[src/rtl/alu_pkg.sv]
// Shared types for the pipelined ALU: opcode enum and flag bit positions.
package alu_pkg;

  typedef enum logic [2:0] {
    ADD = 3'b000,
    SUB = 3'b001,
    INC = 3'b010,
    DEC = 3'b011,
    AND = 3'b100,
    OR  = 3'b101,
    XOR = 3'b110,
    NOT = 3'b111
  } alu_op_e;

  localparam int FLAG_Z = 0;
  localparam int FLAG_N = 1;
  localparam int FLAG_V = 2;
  localparam int FLAG_C = 3;

endpackage

[src/rtl/alu_core.sv]
// Combinational ALU datapath: (a, b, op) -> (result, flags).
// Optional unsigned saturation of ADD/SUB/INC/DEC under `ALU_SAT_EN.
module alu_core
  import alu_pkg::*;
#(
  parameter int WIDTH = 8
) (
  input  logic [WIDTH-1:0] a,
  input  logic [WIDTH-1:0] b,
  input  alu_op_e          op,
  output logic [WIDTH-1:0] result,
  output logic [3:0]       flags
);

  localparam logic [WIDTH-1:0] ONE = WIDTH'(1);

  logic [WIDTH-1:0] bop;
  logic [WIDTH:0]   sum;
  logic             is_arith;
  logic             is_sub;
  logic             ovf;

  always_comb begin
    is_arith = (op == ADD) || (op == SUB) || (op == INC) || (op == DEC);
    is_sub   = (op == SUB) || (op == DEC);
    bop      = ((op == INC) || (op == DEC)) ? ONE : b;
    sum      = is_sub ? ({1'b0, a} - {1'b0, bop}) : ({1'b0, a} + {1'b0, bop});
    // Add overflows on like signs, subtract on unlike signs; both flip the result sign.
    ovf      = is_arith && ((a[WIDTH-1] ^ bop[WIDTH-1]) == is_sub)
                        && (sum[WIDTH-1] != a[WIDTH-1]);

    case (op)
      AND:     result = a & b;
      OR:      result = a | b;
      XOR:     result = a ^ b;
      NOT:     result = ~b;
`ifdef ALU_SAT_EN
      default: result = !sum[WIDTH] ? sum[WIDTH-1:0] : (is_sub ? '0 : '1);
`else
      default: result = sum[WIDTH-1:0];
`endif
    endcase

    flags         = '0;
    flags[FLAG_C] = is_arith & sum[WIDTH];
    flags[FLAG_V] = ovf;
    flags[FLAG_N] = result[WIDTH-1];
    flags[FLAG_Z] = (result == '0);
  end

endmodule

[src/rtl/alu_pipe.sv]
// Two-stage valid/ready ALU pipeline: operand register -> alu_core -> result register.
// Build with ALU_SAT_EN defined for saturating arithmetic.
module alu_pipe
  import alu_pkg::*;
#(
  parameter int WIDTH = 8
) (
  input  logic             clk,
  input  logic             rst,
  input  logic             en,
  input  logic             in_valid,
  output logic             in_ready,
  input  logic [WIDTH-1:0] in1,
  input  logic [WIDTH-1:0] in2,
  input  alu_op_e          op,
  output logic             out_valid,
  input  logic             out_ready,
  output logic [WIDTH-1:0] out,
  output logic [3:0]       flags
);

  localparam int STAGES = 2;

  logic [STAGES:1]  vld_pipe;
  logic [WIDTH-1:0] a_q, b_q, res;
  alu_op_e          op_q;
  logic [3:0]       res_flags;
  logic             s2_load, s1_load;

  // en gates both stages, so a low en freezes everything and blocks any transfer.
  assign s2_load   = en && (!vld_pipe[2] || out_ready);
  assign s1_load   = en && (!vld_pipe[1] || s2_load);
  assign in_ready  = s1_load;
  assign out_valid = vld_pipe[2];

  alu_core #(.WIDTH(WIDTH)) u_core (
    .a      (a_q),
    .b      (b_q),
    .op     (op_q),
    .result (res),
    .flags  (res_flags)
  );

  always_ff @(posedge clk) begin
    if (rst) begin
      vld_pipe <= '0;
      out      <= '0;
      flags    <= '0;
      a_q      <= '0;
      b_q      <= '0;
      op_q     <= ADD;
    end else begin
      if (s2_load) begin
        vld_pipe[2] <= vld_pipe[1];
        if (vld_pipe[1]) begin
          out   <= res;
          flags <= res_flags;
        end
      end
      if (s1_load) begin
        vld_pipe[1] <= in_valid;
        if (in_valid) begin
          a_q  <= in1;
          b_q  <= in2;
          op_q <= op;
        end
      end
    end
  end

endmodule

[config.mk]
export PLATFORM = sky130hd
export DESIGN_NAME = alu_pipe
export DESIGN_NICKNAME = d
export VERILOG_FILES = /design/src/rtl/alu_pkg.sv /design/src/rtl/alu_core.sv /design/src/rtl/alu_pipe.sv
export SDC_FILE = /design/constraint.sdc
export NUM_CORES = 1
export LEC_CHECK = 0
export CAP_MARGIN = 20
export CORE_ASPECT_RATIO = 1.75
export CORE_MARGIN = 2
export CORE_UTILIZATION = 45
export DETAILED_ROUTE_END_ITERATION = 16
export DONT_BUFFER_PORTS = 1
export GPL_ROUTABILITY_DRIVEN = 0
export SKIP_CTS_REPAIR_TIMING = 1
export SLEW_MARGIN = 20
export SYNTH_ARGS = -nofsm -noshare
export SYNTH_HDL_FRONTEND = slang
export SYNTH_HIERARCHICAL = 1
export SYNTH_SLANG_ARGS = --single-unit
[constraint.sdc]
create_clock -name clk -period 4.1 [get_ports clk]
set_clock_uncertainty 0.05 [all_clocks]
set_input_delay 1.025 -clock clk [delete_from_list [all_inputs] [get_ports clk]]
set_output_delay 1.025 -clock clk [all_outputs]
set_load 0.01 [all_outputs]
# After elaboration in Yosys (flattened, before gate mapping)
# Cells that the tools add are included.
# classes
n_reduce_logical	17
n_mux	3
n_addsub	2
bitwise	6
n_eq_ne	9
# ops
op	n
$pmux W8 S4	1
$eq A3 B3 Y1 const B	4
$add A8 B8 Y9	1
$mux W9	1
$sub A8 B8 Y9	1
$and A8 B8 Y8	1
$logic_not A8 Y1	1
$mux W8	1
$not A8 Y8	1
$or A8 B8 Y8	1
$xor A8 B8 Y8	1
$logic_or A1 B1 Y1	7
$eq A3 B2 Y1 const B	2
$logic_and A1 B1 Y1	4
$reduce_and A2 Y1	2
$eq A3 B1 Y1 const B	1
$logic_not A3 Y1	1
$logic_not A1 Y1	2
$and A1 B1 Y1	1
$eq A1 B1 Y1	1
$ne A1 B1 Y1	1
$xor A1 B1 Y1	1
# word_totals
input_bits	24
wordCells	44
ff_bits	33
out_inout_bits	14

# Depth between registers and ports, before layout
# logic_depth
ltp_word	7
depth_mapped	17
mapped_depth_nobuf	15

# By module
# Netlist, hierarchy kept.
# modules_own_cells
module	cells_each	area_each_um2	seq_area_each_um2	n_inst
alu_pipe	147	1506.4	660.6	1
alu_core	189	1362.6	0.0	1

# Worst setup path before layout
# No wires, ideal clock.
# synth_path
kind	register to register
start	register op_q[0]
end	register flags[2]
path_buffers	4
period_less_slack_ns	3.576
required_ns	3.924
path_slack_ns	0.524
setup_ns	0.126
path_stages_with_launch	17
arrival_time_ns	3.401
cell_sequence	dfxtp_1 > buf_2 > buf_2 > buf_1 > o21a_1 > nor2_1 > a221oi_1 > inv_1 > ha_1 > nor2b_1 > o311ai_0 > a21oi_1 > a31oi_1 > mux4_2 > buf_4 > nand2b_1 > mux2i_1
# synth_between
elab_chain_len	7
elab_cells_between_ends	18
classes_between	2 x add/sub; 5 x eq/ne; 2 x mux; 1 x bitwise; 8 x reduce/logical
# synth_rtl
item	line_no	text
start, declared	alu_pipe.sv:26	alu_op_e op_q;
start signal, assigned	alu_pipe.sv:65	op_q <= op;
$eq A3 B2 Y1, on equally long branches	alu_core.sv:24, alu_core.sv:26, alu_core.sv:25	
$logic_or A1 B1 Y1	alu_core.sv:26	bop = ((op == INC) || (op == DEC)) ? ONE : b;
$mux W8	alu_core.sv:26	
$add A8 B8 Y9, or another cell as far along	alu_core.sv:27	sum = is_sub ? ({1'b0, a} - {1'b0, bop}) : ({1'b0, a} + {1'b0, bop});
$mux W9 or $eq A1 B1 Y1 (tied branches)	alu_core.sv:27, alu_core.sv:29	
$ne A1 B1 Y1 or $logic_and A1 B1 Y1 (tied branches)	alu_core.sv:30, alu_core.sv:29	
$logic_and A1 B1 Y1 *	alu_core.sv:30	&& (sum[WIDTH-1] != a[WIDTH-1]);
named net u_core.ovf	alu_core.sv:21	logic ovf;
end signal, assigned	alu_pipe.sv:57	flags <= res_flags;
end, declared	alu_pipe.sv:19	output logic [3:0] flags
# Mark *: on every way through the listed nets, which the timed path passes. The rest lies on a longest branch.
# A chain may end at the register's enable or synchronous reset.

# Worst setup path after layout
# layout_path
start	register b_q[1]
end	register flags[2]
# layout_between
elab_chain_len	5
elab_cells_between_ends	6
classes_between	2 x add/sub; 1 x eq/ne; 2 x mux; 1 x reduce/logical
# layout_rtl
item	line_no	text
start, declared	alu_pipe.sv:25	logic [WIDTH-1:0] a_q, b_q, res;
start signal, assigned	alu_pipe.sv:64	b_q <= in2;
$mux W8 *	alu_core.sv:26	
$add A8 B8 Y9 or $sub A8 B8 Y9 (tied branches)	alu_core.sv:27	
$mux W9 *	alu_core.sv:27	
$ne A1 B1 Y1 *	alu_core.sv:30	
$logic_and A1 B1 Y1 *	alu_core.sv:30	
named net res_flags[2]	alu_pipe.sv:27	logic [3:0] res_flags;
# Marked as above.

==> out/metrics.csv <==
stage,metric,value,unit
critical_path,worstPathRequired,4.19,ns
synthesis,syn-instance-count,336,
route,ant_nets,0,
final_layout,stdcell_count,407,
final_layout,fill_cells,605,
floorplanning,io_pins,38,
critical_path,setup.worst_path.end_class,flop,
final_layout,nets,376,
clocking,clock-sinks,33,
clocking,clk_path_buf_depth,2,
critical_path,criticalPathCategory,flop to flop,
critical_path,r2r_start,b_q[1]$_SDFFE_PP0P_,
power,peakVddDrop,0.192,mV
clocking,cts_tree,built,
power,power_density,331,nW/um2
final_layout,diodes,0,
worst_hold_path,holdCritStartpoint,out[7]$_SDFFE_PP0P_,
final_layout,post-route-cell-area,2980,um2
route,dr.pass1.iters,4,
synthesis,yosysWarnings,6,
synthesis,yosys.area.top_type_share,23.0,%
floorplanning,die_h,110,um
synthesis,synth-seq-cells,33,
final_layout,final_cell_mix,"nand2b_1, mux2i_1, dfxtp_1",
synthesis,synthTopCellsByArea,"dfxtp_1, nand2b_1, mux2i_1",
synthesis,synth_compound_area_share,13.0,%
grt,overflow,0,
synthesis,synthMuxAreaShare,17.6,%
flow_run,cap_violations,0,
route,first_iter_violations,70,
placement,hpwl,4.91,mm
final_layout,areaGrowthSynthToFinish,3.97,%
floorplanning,die_area,7060,um2
placement,place_area,2880,um2
sta,relSlewSlack,47.4,%
sta,worst_pin_slew,0.789,ns
clocking,root_buffer,clkbuf_8,
sta,finalSetupTns,0,ns
synthesis,ys_seq_area_share,23.0,%
grt,grt_usage,18.9,%
synthesis,synthesis.nets,385,
grt,grt_pass1_vias,2135,
critical_path,cp_max_fo,8,
synthesis,synthAdderAreaFrac,11.2,%
critical_path,cp-startpoint,b_q[1]$_SDFFE_PP0P_,
grt,grt_pass1_wl,10.4,mm
sta,setup_viol,0,
sta,drv_slew,0,
synthesis,synth.avg_cell_area,8.54,um2
sta,rsz0062_at_grt,false,
critical_path,start_kind,flop,
sta,hold_violations,0,
sta,fin_crit_sh,88.8,%
clocking,cts_buffers,5,
outcome,run_status,finished clean,
clocking,cts.clk_slew.worst_paths,0.07,ns
route,drc,0,
grt,grt_start_max_net_pins,65,
floorplanning,core,6180,um2
floorplanning,die_w,64.4,um
synthesis,synth_top_family_by_area,simple AND/OR/NAND/NOR gates,
sta,period_needed,3.64,ns
floorplanning,start_util,46.4,%
floorplanning,rows,38,
final_layout,final_common_cell,nand2b_1,
route,post_drt_wl_per_cell,15.6,um
synthesis,syn-cell-area,2870,um2
grt,antenna_found_initial,0,
placement,portBuffers,0,
sta,fmax,275,MHz
synthesis,synth_cell_types,49,
worst_hold_path,hp-class,flop to flop,
placement,dp.cells,400,
route,via_per_inst,5.48,
clocking,h-tree-depth,2,
synthesis,synth_top_area_cell,dfxtp_1,
route,num_vias,2232,
final_layout,post_route_cells_drive_above_1_share,9.17,%
critical_path,crit_arrival,3.74,ns
route,wl,6.36,mm
clocking,clock_latency,0.29,ns
synthesis,synth-xor-area-share,2.75,%
power,p_leak,1.14,nW
synthesis,synthSimpleGateAreaFrac,24.5,%
## stage by stage
stage | total power, mW | setup slack (ns) | utilization [%] | hold WS, ns
after floorplan | 0.642 | 0.524 | - | 0.395
after global placement | 0.686 | 0.548 | 46.6 | 0.456
after detailed placement | 0.690 | 0.463 | 46.6 | 0.455
after CTS | 0.994 | 0.451 | 48.3 | 0.475
after global routing | 1.04 | 0.298 | 48.3 | 0.488
final | 0.987 | 0.459 | 48.3 | 0.472
## Yosys cell counts (all sizes together)
cell type and n:
or2 3, a211oi 2, mux4 7, nor3b 3, nor4 1, nand3 2, o2111a 1, clkbuf 10
nor3 9, o21a 2, ha 24, a21o 2, o21ai 17, buf 10, a41o 1, nand2 18
nor2b 5, a22oi 1, a31o 1, dfxtp 33, a31oi 2, o211ai 6, nor2 14, fa 1
mux2 1, o31a 1, o31ai 4, or4 1, mux2i 33, or3 1, a21boi 1, a221oi 3
o311ai 1, nand2b 64, xnor2 6, inv 29, a21oi 12, or4b 1, xor2 3
## logic make-up after synthesis
logic type	Yosys count
adders and majority gates	25
AOI/OAI and AO/OA	57
buffers and inverters	49
xor gates and xnor gates	9
DFF	33
and+or+nand+nor	122
muxes	41
## metal layers
layer | vias up | track usage (%) | part of all wire (%)
met5 | - | 0 | 0
met2 | 64 | 37.4 | 55
li1 | 1129 | - | -
met1 | 1026 | 19.3 | 39
met4 | 0 | 7.60 | 3.0
met3 | 13 | 3.07 | 3.3
## layout make-up
class                   instances  area [um2]  share of cell area, %
clock buffers                   5        68.8                   2.31
clock inverters                 2        35.0                   1.17
inverters                      29         109                   3.65
multi-input cells             254        1980                   66.4
flip-flops and latches         33         661                   22.1
well taps                      80         100                   3.36
repair buffers                  4        30.0                   1.01
## sequential cells by signal (all words and copies together) (netlist names)
| name | flops |
|---|---|
| b_q | 8 |
| a_q | 8 |
| op_q | 3 |
| vld_pipe | 2 |
| out | 8 |
| flags | 4 |
## power by group
part / internal, mW / leakage, nW / switching (mW)
registers: 0.336 / 0.269 / 0.0250
clock network: 0.177 / 0.0540 / 0.127
logic: 0.151 / 0.816 / 0.171
total: 0.664 / 1.14 / 0.323
## worst max-delay path, stage by stage, from the launching register on
cell and delay (ns):
dfxtp_1 0.36, or2_2 0.36, nor3_1 0.44, a31o_2 0.35, o21ai_0 0.11, a221oi_1 0.30, ha_1 0.34, a21o_1 0.20
a31oi_1 0.28, mux4_2 0.54, nand2b_1 0.08, mux2i_1 0.07
## final timing paths
kind | slack (ns) | depth (start not counted) | to
max | 0.46 | 11 | flags[2]$_SDFFE_PP0P_
min | 0.47 | 2 | out[7]$_SDFFE_PP0P_
max reg2reg | 0.46 | 11 | flags[2]$_SDFFE_PP0P_
min reg2reg | 0.47 | 2 | out[7]$_SDFFE_PP0P_
Note: power is estimated with default switching activity, not from simulation.
==> edit 1, RTL diff (config.mk and constraints unchanged) <==
Register the output `flags` once more, cleared by the reset; this adds one clock of latency there. The other outputs are not delayed to match. Comments in the files are not updated.
--- a/src/rtl/alu_pipe.sv
+++ b/src/rtl/alu_pipe.sv
@@ -22,2 +22,4 @@
   localparam int STAGES = 2;
+
+  logic [3:0] flags_s0;
 
@@ -47,3 +49,3 @@
       out      <= '0;
-      flags    <= '0;
+      flags_s0 <= '0;
       a_q      <= '0;
@@ -56,3 +58,3 @@
           out   <= res;
-          flags <= res_flags;
+          flags_s0 <= res_flags;
         end
@@ -70,2 +72,10 @@
 
+  always_ff @(posedge clk) begin
+    if (rst) begin
+      flags <= '0;
+    end else begin
+      flags <= flags_s0;
+    end
+  end
+
 endmodule
Function: changed (Yosys sat finds a counterexample within 4 cycles, from zero or initial values and one cycle with rst high).
==> edit 1 against the unedited design <==
Sequential cell count increased by 4; area after synthesis increased by 3.3%; sequential power rose by 10%; design area up 6.5%; routed wire length fell by 3.1%; fmax increased by 0.22%; via count unchanged; total power rose by 19%; worst setup slack improved by 0.0079 ns; non-clock buffer count increased by 4; critical path depth is 2 higher; highest routed layer unchanged.
==> edit 1: results (changes against the unedited design) <==
[outcome]
outcome = completed

[yosys]
yosysWarnings = 6  ; unchanged
synth_area_leaders = dfxtp_1, nand2b_1, ha_1, mux2i_1, mux4_2
syn-instance-count = 340  ; +1.2%
ys_seq_area_frac = 0.2499  ; +0.01963
yosysTopAreaCellShare = 0.2499  ; +0.01963
synth_top_cells_by_count = nand2b_1, dfxtp_1, mux2i_1
ys_types = 50  ; +2.0%
synth_nets = 389  ; +1.0%

[global_route]
track_usage = 0.1825  ; -0.006733
grt_start_max_net_pins = 65  ; unchanged
grt_pass1_wl_um = 10390  ; about the same

[place]
dp_cells = 410  ; +2.5%
hpwlAfterDp_um = 4754  ; -3.1%

[routing]
wl_per_cell_um = 14.73  ; -5.7%
dr.first_iter.drc_count = 56  ; -20%

[sta]
slew_headroom = 0.4920  ; +0.01851

[power_and_ir_drop]
p_leak_nw = 1.236  ; +8.5%
internal_power_mw = 0.8262  ; +24%
ir_worst_vdd_v = 0.0003069  ; +60%

[worst_setup_path]
arrival_ns = 3.76  ; +0.02 ns
path_max_fanout = 7  ; -1

[layout]
final_nets = 384  ; +2.1%
instances_no_fill = 418  ; +2.7%
drive_gt1_frac = 0.1190  ; +0.02730
fill_cells = 641  ; +6.0%

[clock_tree]
cts_root_buf = clkbuf_16
clkTransAtPathRegs_ns = 0.06
clk_path_buf_depth = 2  ; unchanged
clkLatencyLatePin_ns = 0.29  ; about the same

## edit 1: cell count changes in the layout (fill, tap and decap cells not counted)
| cell | unedited run | this run |
|---|---|---|
| clkinvlp_4 | 0 | 1 |
| clkbuf_8 | 5 | 0 |
| dfxtp_1 | 33 | 37 |
| nand2b_1 | 64 | 56 |
| clkinv_4 | 0 | 1 |
| mux2_4 | 1 | 3 |
| mux2i_1 | 33 | 29 |
| buf_4 | 4 | 8 |
| inv_2 | 2 | 3 |
| nor2b_1 | 4 | 12 |
| mux2_2 | 0 | 2 |
| clkbuf_16 | 0 | 5 |
| clkinv_2 | 1 | 0 |
| inv_1 | 27 | 26 |
## edit 1: path summary, 6_finish.rpt
kind	start	to	slack [ns]	depth (start not counted)
setup / recovery	b_q[1]	flags_s0[2]	0.47	13
hold / removal	flags_s0[2]	flags[2]	0.41	1
setup reg to reg	b_q[1]	flags_s0[2]	0.47	13
hold reg to reg	flags_s0[2]	flags[2]	0.41	1
## edit 1: cell families (layout without fill, tap and decap cells)
family	Yosys count	after routing	share of synthesized area
mux	41	41	0.1748
compound gates	57	57	0.1254
buf+inv	49	45	0.07809
flops	37	37	0.2499
simple gates	122	122	0.2372
xor+xnor	9	9	0.02659
fa+ha+maj	25	25	0.1081
## edit 1: per-stage QoR
stage	area, µm²	setup slack, ns
finish	3176	0.4668
detailed placement	3004	0.4630
floorplan	2964	0.2832
global placement	3004	0.5519
CTS	3176	0.4453
global route	3176	0.1503
## edit 1: metal layers
metal | share of wire | routed length, µm | track usage
met5 | 0 | 0 | 0
met4 | 0.034 | 208 | 0.09028
met3 | 0.027 | 166 | 0.03333
met2 | 0.54 | 3329 | 0.3313
met1 | 0.40 | 2451 | 0.1954
## edit 1: layout make-up
| type | instances | area, µm² | area share |
|---|---|---|---|
| repair buffers | 8 | 60.06 | 0.01891 |
| clock buffers | 5 | 125.1 | 0.03940 |
| flip-flops and latches | 37 | 740.7 | 0.2333 |
| clock inverters | 3 | 46.29 | 0.01458 |
| multi-input cells | 254 | 1992 | 0.6273 |
| well taps | 82 | 102.6 | 0.03231 |
| inverters | 29 | 108.9 | 0.03428 |
## edit 1: critical path, cell delays in order, from the launching register on
cell      delay, ns
dfxtp_1        0.43
or2_2          0.20
o21a_1         0.13
nor2_1         0.03
a221oi_1       0.36
inv_1          0.09
ha_1           0.27
nor2b_1        0.14
o311ai_0       0.38
a21oi_1        0.17
a31oi_1        0.34
mux4_2         0.54
nor2b_1        0.14
mux2_2         0.25
## edit 1: power groups by stage
stage               Sequential, mW  Combinational (mW)  Clock (mW)
floorplan                    0.399               0.285           0
global placement             0.406               0.325           0
detailed placement           0.406               0.332           0
CTS                          0.398               0.334       0.460
global route                 0.401               0.371       0.479
finish                       0.398               0.332       0.446
==> edit 2, RTL diff (same flow settings) <==
Without the edit above. Add a define of `ALU_SAT_EN`.
--- a/src/rtl/alu_core.sv
+++ b/src/rtl/alu_core.sv
@@ -2,2 +2,4 @@
 // Optional unsigned saturation of ADD/SUB/INC/DEC under `ALU_SAT_EN.
+`define ALU_SAT_EN
+
 module alu_core
Behaviour: not the same (Yosys sat finds a counterexample within 4 cycles, from zero or initial values and one cycle with rst high).
==> edit 2 against the unedited design <==
Core utilization increased by 2.6 points; area after synthesis grew 1.7%; sequential cell count did not move; sequential share of layout area down 1.2 points; fmax shrank 5.3%; total power up 10%; design area up 6.2%; die area grew 1.7%; worst setup slack got worse by 0.20 ns; routed wire length up 3.5%; critical path type unchanged; critical endpoint is now flags[0]; highest routed layer unchanged.
==> edit 2: results (changes against the unedited design) <==
[outcome]
outcome = completed

[worst_setup_path]
regToRegSetupSlack_ns = 0.26  ; -0.20 ns
cp_top_family = simple AND/OR/NAND/NOR gates
r2r_cells = 15  ; +4
crit_slowest_cell = or4_4
crit_path_end = flags[0]
path_max_fanout = 7  ; -1
critPathMaxStageDelay_ns = 0.52  ; -0.02 ns
r2r_start = op_q[1]

[routing]
wirelength_um = 6578  ; +3.5%
dr.first_iter.drc_count = 75  ; +7.1%
vias = 2358  ; +5.6%

[place]
postPlaceCellArea_um2 = 3012  ; +4.6%
dp_cells = 422  ; +5.5%
hpwlAfterDp_um = 5142  ; +4.8%
pre_cts_slack_ns = 0.1433  ; -0.3200 ns

[min_path]
hold_path.class = flop to flop

[yosys]
ys_types = 51  ; +4.1%
syn-instance-count = 347  ; +3.3%
synth_nets = 397  ; +3.1%
synth_top_cells_by_count = nand2b_1, dfxtp_1, mux2i_1
ys_seq_area_frac = 0.2263  ; -0.003948
synth_edf_count = 0  ; unchanged
synth_area_leaders = dfxtp_1, nand2b_1, mux2i_1, ha_1, inv_1
synthFlopType = dfxtp_1

[global_route]
grt_overflow = 0  ; unchanged
antenna_found_initial = 0  ; unchanged
track_usage = 0.1948  ; +0.005570
grt_pass1_wl_um = 11030  ; +6.3%
grt_pass1_vias = 2386  ; +12%

[layout]
fill_cells = 611  ; +0.99%
instances_no_fill = 430  ; +5.7%
regArea_um2 = 661.9  ; +0.19%
drive_gt1_frac = 0.1229  ; +0.03111
top_regs = a_q (8), b_q (8), out (8)

[clock_tree]
cts_root_buf = clkbuf_8
clkLatencyLatePin_ns = 0.29  ; about the same
clkTransAtPathRegs_ns = 0.07  ; about the same

[sta]
fin_crit_sh = 0.9374  ; +0.04933
slew_headroom = 0.4814  ; +0.007893

[power_and_ir_drop]
ir_worst_vdd_v = 0.0001856  ; -3.4%
p_leak_nw = 1.280  ; +12%

edit 2: cell count changes after synthesis, sizes merged, moves of 3 or more:
cell,before,now
a221oi,3,0
nand2,18,21
inv,29,25
a211o,0,4
nor2,14,18
mux4,7,3
o211ai,6,9
o31ai,4,0
o311a,0,3
nand2b,64,69
o22ai,0,4
edit 2: power breakdown:
part	switching, mW	internal [mW]
Combinational	0.211	0.187
Clock	0.133	0.198
Sequential	0.0241	0.337
Total	0.368	0.722
edit 2: logic make-up after synthesis:
| logic type | share of synthesized area |
|---|---|
| flip-flops | 0.2263 |
| buffers and inverters | 0.07329 |
| adder cells (fa/ha/maj) | 0.1140 |
| multiplexers | 0.1406 |
| AO/OA/AOI/OAI | 0.1547 |
| AND/OR/NAND/NOR | 0.2700 |
| XOR/XNOR | 0.02100 |
edit 2: worst min-delay path by stage:
stage / startpoint / end / slack, ns / cells after the start
2_1_floorplan: a_q[0] / a_q[0] / 0.42 / 2
3_3_place_gp: a_q[0] / a_q[0] / 0.44 / 2
3_5_place_dp: flags[3] / flags[3] / 0.46 / 2
4_1_cts: a_q[0] / a_q[0] / 0.47 / 2
5_1_grt: out[0] / out[0] / 0.50 / 2
6_report: a_q[0] / a_q[0] / 0.47 / 2
edit 2: final cells by class:
cell class / count / share of cell area
multi-input combinational: 269 / 0.6574
sequential: 33 / 0.2090
timing repair buffer: 15 / 0.03556
tap: 80 / 0.03161
inverter: 25 / 0.02963
clock buffer: 7 / 0.02726
clock inverter: 1 / 0.009482
edit 2: layer usage:
metal | vias up | track usage | part of all wire
met5 | - | 0 | 0
met4 | 0 | 0.1035 | 0.045
met3 | 20 | 0.03259 | 0.029
met2 | 45 | 0.3546 | 0.52
met1 | 1095 | 0.2051 | 0.41
li1 | 1198 | - | -
